===== config.mk =====
export PLATFORM = sky130hd
export DESIGN_NAME = conv_p
export DESIGN_NICKNAME = d
export VERILOG_FILES = /design/src/rtl/conv_p_pkg.sv /design/src/rtl/conv_p_mac.sv /design/src/rtl/conv_p.sv
export SDC_FILE = /design/constraint.sdc
export NUM_CORES = 2
export LEC_CHECK = 0
export CAP_MARGIN = 20
export CORE_MARGIN = 1
export CORE_UTILIZATION = 44
export DETAILED_ROUTE_END_ITERATION = 12
export SLEW_MARGIN = 25
export SYNTH_ARGS = -nofsm -noshare
export SYNTH_HDL_FRONTEND = slang
export SYNTH_SLANG_ARGS = --single-unit

===== constraint.sdc =====
create_clock -name clk -period 28.6 [get_ports clk]
set_input_delay 5.72 -clock clk [delete_from_list [all_inputs] [get_ports clk]]
set_output_delay 5.72 -clock clk [all_outputs]
set_load 0.02 [all_outputs]

===== src/rtl/conv_p_pkg.sv =====
// Shared types and constants for the conv_p 3x3 convolution / 2x2 max-pool engine.
package conv_p_pkg;

  typedef enum logic [2:0] {
    S_IDLE,
    S_CONV,
    S_WR0,
    S_POOL,
    S_WR1,
    S_DONE
  } state_t;

  localparam logic [2:0] CSEL_NONE = 3'b000;
  localparam logic [2:0] CSEL_L0   = 3'b001;
  localparam logic [2:0] CSEL_L1   = 3'b011;

  localparam int         NUM_COEF = 10;
  localparam logic [3:0] BIAS_IDX = 4'd9;

  // Reset coefficients in Q4.16: index 9 is the bias, 0..8 are K0..K8 in raster order.
  localparam logic [NUM_COEF-1:0][19:0] COEF_DEF = {
    20'h01310,
    20'hFAC19, 20'hFC834, 20'hFA6D7,
    20'hF6E54, 20'hF8F71, 20'h01004,
    20'h06D43, 20'h092D5, 20'h0A89E
  };

  // Tap k -> {row offset, col offset}, each 0..2 (k/3, k%3).
  function automatic logic [3:0] tap_offs(input logic [3:0] k);
    case (k)
      4'd0:    tap_offs = 4'b00_00;
      4'd1:    tap_offs = 4'b00_01;
      4'd2:    tap_offs = 4'b00_10;
      4'd3:    tap_offs = 4'b01_00;
      4'd4:    tap_offs = 4'b01_01;
      4'd5:    tap_offs = 4'b01_10;
      4'd6:    tap_offs = 4'b10_00;
      4'd7:    tap_offs = 4'b10_01;
      4'd8:    tap_offs = 4'b10_10;
      default: tap_offs = 4'b00_00;
    endcase
  endfunction

endpackage


===== src/rtl/conv_p_mac.sv =====
// Signed multiply-accumulate plus round / ReLU / saturate output stage.
module conv_p_mac #(
  parameter int DW   = 20,
  parameter int FRAC = 16
) (
  input  logic          clk,
  input  logic          reset,
  input  logic          clr,
  input  logic          en,
  input  logic [DW-1:0] pix,
  input  logic [DW-1:0] wgt,
  input  logic [DW-1:0] bias,
  input  logic          relu,
  output logic [DW-1:0] res
);
  localparam int AW = 2*DW + 4;
  localparam int SW = AW + 2;
  localparam logic signed [SW-1:0] SMAX = {{(SW-DW+1){1'b0}}, {(DW-1){1'b1}}};
  localparam logic signed [SW-1:0] SMIN = {{(SW-DW+1){1'b1}}, {(DW-1){1'b0}}};

  logic signed [AW-1:0]   acc;
  logic signed [2*DW-1:0] prod;
  logic signed [SW-1:0]   sum, rnd;

  assign prod = $signed(pix) * $signed(wgt);

  // Accumulator: cleared at the first step of each pixel, adds in-bounds taps.
  always_ff @(posedge clk or negedge reset) begin
    if (!reset)   acc <= '0;
    else if (clr) acc <= '0;
    else if (en)  acc <= acc + AW'(prod);
  end

  // Add bias and half-LSB, drop fraction, optional ReLU, clamp to DW bits.
  always_comb begin
    sum = SW'(acc) + (SW'($signed(bias)) <<< FRAC) + (SW'(1) <<< (FRAC-1));
    rnd = sum >>> FRAC;
    if (relu && rnd < 0) rnd = '0;
    if (rnd > SMAX)      res = SMAX[DW-1:0];
    else if (rnd < SMIN) res = SMIN[DW-1:0];
    else                 res = rnd[DW-1:0];
  end

endmodule


===== src/rtl/conv_p.sv =====
// conv_p: 3x3 convolution (L0) with optional 2x2 max-pool (L1) over an N x N image.
module conv_p
  import conv_p_pkg::*;
#(
  parameter int IMG_LOG2 = 6,
  parameter int DW       = 20,
  parameter int FRAC     = 16
) (
  input  logic                  clk,
  input  logic                  reset,
  input  logic                  ready,
  input  logic                  relu_en,
  input  logic                  pool_en,
  input  logic                  kw_en,
  input  logic [3:0]            kw_idx,
  input  logic [DW-1:0]         kw_data,
  output logic                  busy,
  output logic [2*IMG_LOG2-1:0] iaddr,
  input  logic [DW-1:0]         idata,
  output logic                  cwr,
  output logic [2*IMG_LOG2-1:0] caddr_wr,
  output logic [DW-1:0]         cdata_wr,
  output logic                  crd,
  output logic [2*IMG_LOG2-1:0] caddr_rd,
  input  logic [DW-1:0]         cdata_rd,
  output logic [2:0]            csel
);
  localparam int L  = IMG_LOG2;
  localparam int AW = 2*L;
  localparam int N  = 1 << L;
  localparam logic [AW-1:0] L0_LAST = '1;
  localparam logic [AW-1:0] L1_LAST = AW'((N*N/4) - 1);

  state_t                     state_q, state_d;
  logic [3:0]                 step, wsel;
  logic [AW-1:0]              pix;
  logic                       relu_q, pool_q;
  logic [NUM_COEF-1:0][DW-1:0] coef;
  logic                       tap_ok, tap_ok_q;
  logic [1:0]                 dr, dc;
  logic [L+1:0]               tr, tc, trm, tcm;
  logic signed [DW-1:0]       mx;
  logic [DW-1:0]              mac_res;
  logic                       mac_clr, mac_en;

  // Tap position for the current step; rows/cols are offset by +1 so bounds are 1..N.
  always_comb begin
    {dr, dc} = tap_offs(step);
    tr       = {2'b00, pix[AW-1:L]} + {{L{1'b0}}, dr};
    tc       = {2'b00, pix[L-1:0]}  + {{L{1'b0}}, dc};
    trm      = tr - (L+2)'(1);
    tcm      = tc - (L+2)'(1);
    tap_ok   = (tr != '0) && (tr <= (L+2)'(N)) && (tc != '0) && (tc <= (L+2)'(N));
  end

  assign wsel    = (step == 4'd0) ? 4'd0 : step - 4'd1;
  assign mac_clr = (state_q == S_CONV) && (step == 4'd0);
  assign mac_en  = (state_q == S_CONV) && (step != 4'd0) && tap_ok_q;

  conv_p_mac #(.DW(DW), .FRAC(FRAC)) u_mac (
    .clk   (clk),
    .reset (reset),
    .clr   (mac_clr),
    .en    (mac_en),
    .pix   (idata),
    .wgt   (coef[wsel]),
    .bias  (coef[BIAS_IDX]),
    .relu  (relu_q),
    .res   (mac_res)
  );

  // State register.
  always_ff @(posedge clk or negedge reset) begin
    if (!reset) state_q <= S_IDLE;
    else        state_q <= state_d;
  end

  // Next state and all memory-side outputs, decoded from state and step.
  always_comb begin
    state_d  = state_q;
    busy     = 1'b0;
    cwr      = 1'b0;
    crd      = 1'b0;
    csel     = CSEL_NONE;
    iaddr    = '0;
    caddr_wr = '0;
    caddr_rd = '0;
    cdata_wr = '0;
    case (state_q)
      S_IDLE: if (ready) begin
        state_d = S_CONV;
        busy    = reset;
      end
      S_CONV: begin
        busy = 1'b1;
        if (step <= 4'd8) iaddr = {trm[L-1:0], tcm[L-1:0]};
        if (step == 4'd9) state_d = S_WR0;
      end
      S_WR0: begin
        busy     = 1'b1;
        cwr      = 1'b1;
        csel     = CSEL_L0;
        caddr_wr = pix;
        cdata_wr = mac_res;
        if (pix == L0_LAST) state_d = pool_q ? S_POOL : S_DONE;
        else                state_d = S_CONV;
      end
      S_POOL: begin
        busy = 1'b1;
        if (step <= 4'd3) begin
          crd      = 1'b1;
          csel     = CSEL_L0;
          caddr_rd = {pix[AW-3:L-1], step[1], pix[L-2:0], step[0]};
        end
        if (step == 4'd4) state_d = S_WR1;
      end
      S_WR1: begin
        busy     = 1'b1;
        cwr      = 1'b1;
        csel     = CSEL_L1;
        caddr_wr = pix;
        cdata_wr = mx;
        state_d  = (pix == L1_LAST) ? S_DONE : S_POOL;
      end
      S_DONE:  state_d = S_IDLE;
      default: state_d = S_IDLE;
    endcase
  end

  // Step / pixel counters and mode latch; pix is reused as the L1 index during pooling.
  always_ff @(posedge clk or negedge reset) begin
    if (!reset) begin
      step   <= '0;
      pix    <= '0;
      relu_q <= 1'b0;
      pool_q <= 1'b0;
    end else begin
      case (state_q)
        S_IDLE: begin
          step <= '0;
          pix  <= '0;
          if (ready) begin
            relu_q <= relu_en;
            pool_q <= pool_en;
          end
        end
        S_CONV, S_POOL: step <= step + 4'd1;
        S_WR0, S_WR1: begin
          step <= '0;
          pix  <= pix + AW'(1);
        end
        default: begin
          step <= '0;
          pix  <= '0;
        end
      endcase
    end
  end

  // Tap validity follows idata by one cycle; running signed max over the 4 pool reads.
  always_ff @(posedge clk or negedge reset) begin
    if (!reset) begin
      tap_ok_q <= 1'b0;
      mx       <= '0;
    end else begin
      tap_ok_q <= (state_q == S_CONV) && (step <= 4'd8) && tap_ok;
      if (state_q == S_POOL) begin
        if (step == 4'd1) mx <= $signed(cdata_rd);
        else if (step >= 4'd2 && step <= 4'd4 && $signed(cdata_rd) > mx) mx <= $signed(cdata_rd);
      end
    end
  end

  // Coefficient file: host-writable only while idle, defaults on reset.
  always_ff @(posedge clk or negedge reset) begin
    if (!reset) begin
      for (int i = 0; i < NUM_COEF; i++) coef[i] <= DW'($signed(COEF_DEF[i]));
    end else if (kw_en && !busy && kw_idx <= BIAS_IDX) begin
      coef[kw_idx] <= kw_data;
    end
  end

endmodule


==> run summary <==
The most used routing layer is met2. The logs give 0.0345 sq mm for the netlist area before placement and 0.0796 sq mm for the area enclosed by the die boundary. Based on the critical path, the design can be clocked at up to 72.6 MHz. The logs give 1492 for the number of DRC violations after detailed-routing iteration 0 and 14240 ps for the signal arrival time at the worst endpoint. Ranked by total cell area, the synthesized netlist is headed by sky130_fd_sc_hd__fa_1 29%, sky130_fd_sc_hd__dfrtp_1 14%, sky130_fd_sc_hd__inv_1 8.4%. In this run the vertical extent of the chip is 282 um.

The cell class contributing the biggest share of worst-path delay was adder cells. The worst clock skew on the final layout was 14.5 ps; the vias per cell was 5.24. Setup violations remaining at the end of the flow were counted as 0. The tools report the via count of the first global-routing pass as 25600.

The cell with the biggest individual delay on the critical path was sky130_fd_sc_hd__clkdlybuf4s50_1. The reg-to-reg setup timing slack was 17220 ps; the number of cell instances on the worst register-to-register path was 35. The clock transition at the registers of the reported paths came out at 60 ps. The fraction of the mapped netlist area in simple logic gates came out at 11.8%. The count of H-tree levels built during CTS came out at 1. The number of buffers and inverters on the critical path is 6. Entering global routing, the biggest net connects 175 pins. The average detailed-routed wire length per instance was 18.8 um. The total of buffers placed on input and output ports is 130.

The tools report the final setup TNS as 0 ps. Dividing the final minimum period by the clock period gives 48.1%. The total area inside the core boundary comes to 0.0776 sq mm. For the quantity of gates resized following cts, the log shows 0. The most used flip-flop cell after synthesis is sky130_fd_sc_hd__dfrtp_1.

The routed design has 88000 um of wire. STA classifies the critical path startpoint as an input pin. Clock latency of the later-clocked register in the worst-skew pair: 590 ps. The tools report the element type at the critical path end as a flop. The post-CTS setup buffer count was 0.

The tools report the sequential-to-total area share from yosys stat as 21.0%. At the end of routability-driven placement, the weighted congestion stood at 0.924. The run gives 24500 as the total via count in the routed design. In this run the critical register-to-register path is captured at u_mac.acc[39]$_DFFE_PN0P_. TritonCTS built the clock tree. The share of cells above drive strength 1 is 13.0%. Global routing consumed, on the met2 layer, 39.0% of the routing resources.

The path with the worst hold slack has its endpoint at u_mac.acc[4]$_DFFE_PN0P_. The most frequent cell on the critical path is sky130_fd_sc_hd__fa_1. The run gives 2 as the initial antenna violation count. 132 I/O pins were placed. For this run, global-route usage on met3 was measured as 2.42%. The delay of the slowest cell on the worst path was 1000 ps. The total of max-cap violations was 0; the wire length of the first global-routing pass was 144000 um. The cell sitting at the root of the clock tree is a sky130_fd_sc_hd__clkbuf_16. Before antenna repair, the detailed router went through 5 iterations. The final global-route overflow total is 0, and the mean instance size in the synthesized netlist is 9.63 sq um. Counting instances in the post-synthesis netlist gives the leading cell types as 770 x sky130_fd_sc_hd__inv_1, 501 x sky130_fd_sc_hd__fa_1, 372 x sky130_fd_sc_hd__nand2_1. The net count after synthesis is 4359, and the number of nets in the final layout is 4379. In this run the core area contains 102 standard-cell rows. For the post-DP HPWL, the log shows 68400 um.

The classification of the worst-slack hold path was flop to flop. The critical path data required time was 29070 ps. The Yosys step of the flow raised 0 warnings. The width of the die was 282 um. Buffers inserted to repair hold after CTS numbered 0. The synthesized design contains 0 enable-type register cells. The remaining number of nets flagged by the antenna check after routing was 0. The worst register-to-register path begins at step[0]$_DFF_PN0_. The post-synthesis share of cell area spent on full adders, half adders and majority gates was 36.2%. DRC violations left: 0. The layout filler cell count was 7352; the TritonCTS buffer count was 29.

The post-synthesis xor/xnor area fraction is 2.13%. Dominant cell by count in the synthesized netlist: sky130_fd_sc_hd__inv_1. Of all flip-flops after synthesis, the portion carrying an async set or reset was 100%. Setup repair after global routing left no endpoint under its margin. Once the floorplan was initialized, standard cells occupied 44.5% of the core. The run finished with clean final reports. The logs give 286 for the count of clock tree sinks and 3 for the largest buffer count on any clock path. The run gives 0 as the total count of hold-check failures in the final report.

After synthesis, the largest area contributor takes up 29.0% of total cell area. The area growth from synthesis to layout is 9.51%, and the global-route total usage across every layer is 23.2%. The tools report the gate count of the mapped netlist as 3589. The synthesized design contains 286 register bits. The tools report the area taken by flip-flops and latches as 0.00727 sq mm. By startpoint and endpoint, the worst setup path is classified as input pin to flop. The global-route met1 utilization is 32.6%.

Along the worst path, the maximum fanout reaches 20. The portion of netlist area occupied by mux cells was 9.47%. The actual slew at the worst max-slew pin is 1060 ps. Cell type contributing the most total cell area after synthesis: sky130_fd_sc_hd__fa_1.

Summing all multi-input logic gate instances after layout gives 0.0237 sq mm. Along the worst hold path, the cell count comes to 2. After synthesis, the largest family of logic cells by area is adder cells. Headroom to the max-slew limit came out at 29.1%. The count of final max-slew check failures is 0. The time the worst path needs with I/O delays and setup is 13770 ps, and the count of cell types in the netlist is 85.

The worst hold path begins at u_mac.acc[4]$_DFFE_PN0P_. The synthesized netlist devotes 8.55% of its cell area to compound gates.
==> metal layers <==
layer  routed length (um)  up-vias
met5                    0        -
met4                 1820        0
met3                 3540      100
met2                42800      487
met1                39800    12600
li1                     -    11300
==> cell type report <==
class                   count  area share (%)
diodes                      1         0.00661
clock inverters             8           0.344
well taps                1040            3.44
clock buffers              46            2.25
inverters                 771            7.65
flip-flops and latches    286            19.2
repair buffers            182            4.50
multi-input cells        2339            62.6
==> state kept, by name (all words and copies together) (netlist names) <==
name	count
tap_ok_q	1
relu_q	1
state_q	3
coef	200
pix	12
mx	20
step	4
pool_q	1
u_mac.acc	44
==> through the flow <==
stage	util (%)	setup WS, ps	std cells	instance area (sq um)	hold slack, ps
final	48.8	14830	4673	37800	496
after global placement	47.5	14810	4618	36800	464
after detailed placement	47.5	14610	4618	36900	486
after floorplan	-	15820	3589	34500	449
after CTS	48.8	15210	4672	37800	501
after global routing	48.8	14270	4673	37800	513
==> how the worst max path moves through the flow <==
stage                         start                         to  slack, ps  cells past startpoint
after floorplan           idata[19]  u_mac.acc[42]$_DFFE_PN0P_      15820                     26
after global placement    idata[19]  u_mac.acc[39]$_DFFE_PN0P_      14810                     25
after global routing      idata[19]  u_mac.acc[39]$_DFFE_PN0P_      14270                     25
after detailed placement  idata[19]  u_mac.acc[39]$_DFFE_PN0P_      14610                     25
final                     idata[19]  u_mac.acc[39]$_DFFE_PN0P_      14830                     25
after CTS                 idata[19]  u_mac.acc[39]$_DFFE_PN0P_      15210                     25
==> layout by cell type (no fill, tap or decap), types with 7 or more instances in the layout <==
cell and instances:
sky130_fd_sc_hd__xnor2_1 64, sky130_fd_sc_hd__nor3_1 22, sky130_fd_sc_hd__o21ai_0 73, sky130_fd_sc_hd__xor2_1 18
sky130_fd_sc_hd__nor4_1 10, sky130_fd_sc_hd__mux4_2 20, sky130_fd_sc_hd__nand2b_1 12, sky130_fd_sc_hd__dfrtp_1 196
sky130_fd_sc_hd__mux2_2 222, sky130_fd_sc_hd__fa_1 501, sky130_fd_sc_hd__o21ai_1 9, sky130_fd_sc_hd__clkdlybuf4s50_1 128
sky130_fd_sc_hd__nand4_1 19, sky130_fd_sc_hd__a31oi_1 31, sky130_fd_sc_hd__a21o_1 28, sky130_fd_sc_hd__clkbuf_1 11
sky130_fd_sc_hd__or3_1 8, sky130_fd_sc_hd__o22ai_1 7, sky130_fd_sc_hd__and3_1 9, sky130_fd_sc_hd__a22oi_1 19
sky130_fd_sc_hd__inv_1 769, sky130_fd_sc_hd__nor2_1 94, sky130_fd_sc_hd__o21a_1 15, sky130_fd_sc_hd__a211oi_1 26
sky130_fd_sc_hd__mux2i_1 32, sky130_fd_sc_hd__and2_1 208, sky130_fd_sc_hd__nor2b_1 17, sky130_fd_sc_hd__a211o_1 7
sky130_fd_sc_hd__nand2_1 372, sky130_fd_sc_hd__buf_4 51, sky130_fd_sc_hd__ha_1 199, sky130_fd_sc_hd__dfstp_2 90
sky130_fd_sc_hd__o211ai_1 16, sky130_fd_sc_hd__clkbuf_16 29, sky130_fd_sc_hd__nand3_1 44, sky130_fd_sc_hd__a22o_1 37
sky130_fd_sc_hd__o31ai_1 14, sky130_fd_sc_hd__o21bai_1 11, sky130_fd_sc_hd__a21oi_1 85
==> tightest hold or removal path, delay by kind of cell (launching register included) <==
kind	cells	cell delay [ps]
simple gates	1	60
compound gates	1	60
flops	1	350
==> logic make-up (layout without fill, tap and decap cells) <==
kind of cell               count (synthesis)  after routing
buffers and inverters                    964           1007
and+or+nand+nor                          844            844
adders and majority gates                700            700
AOI/OAI and AO/OA                        437            437
DFF                                      286            286
muxes                                    274            274
xor gates and xnor gates                  83             83
other                                      1              2
Power is not shown: default switching activity piles up to over one toggle a cycle in this logic, so the estimate is an artifact.
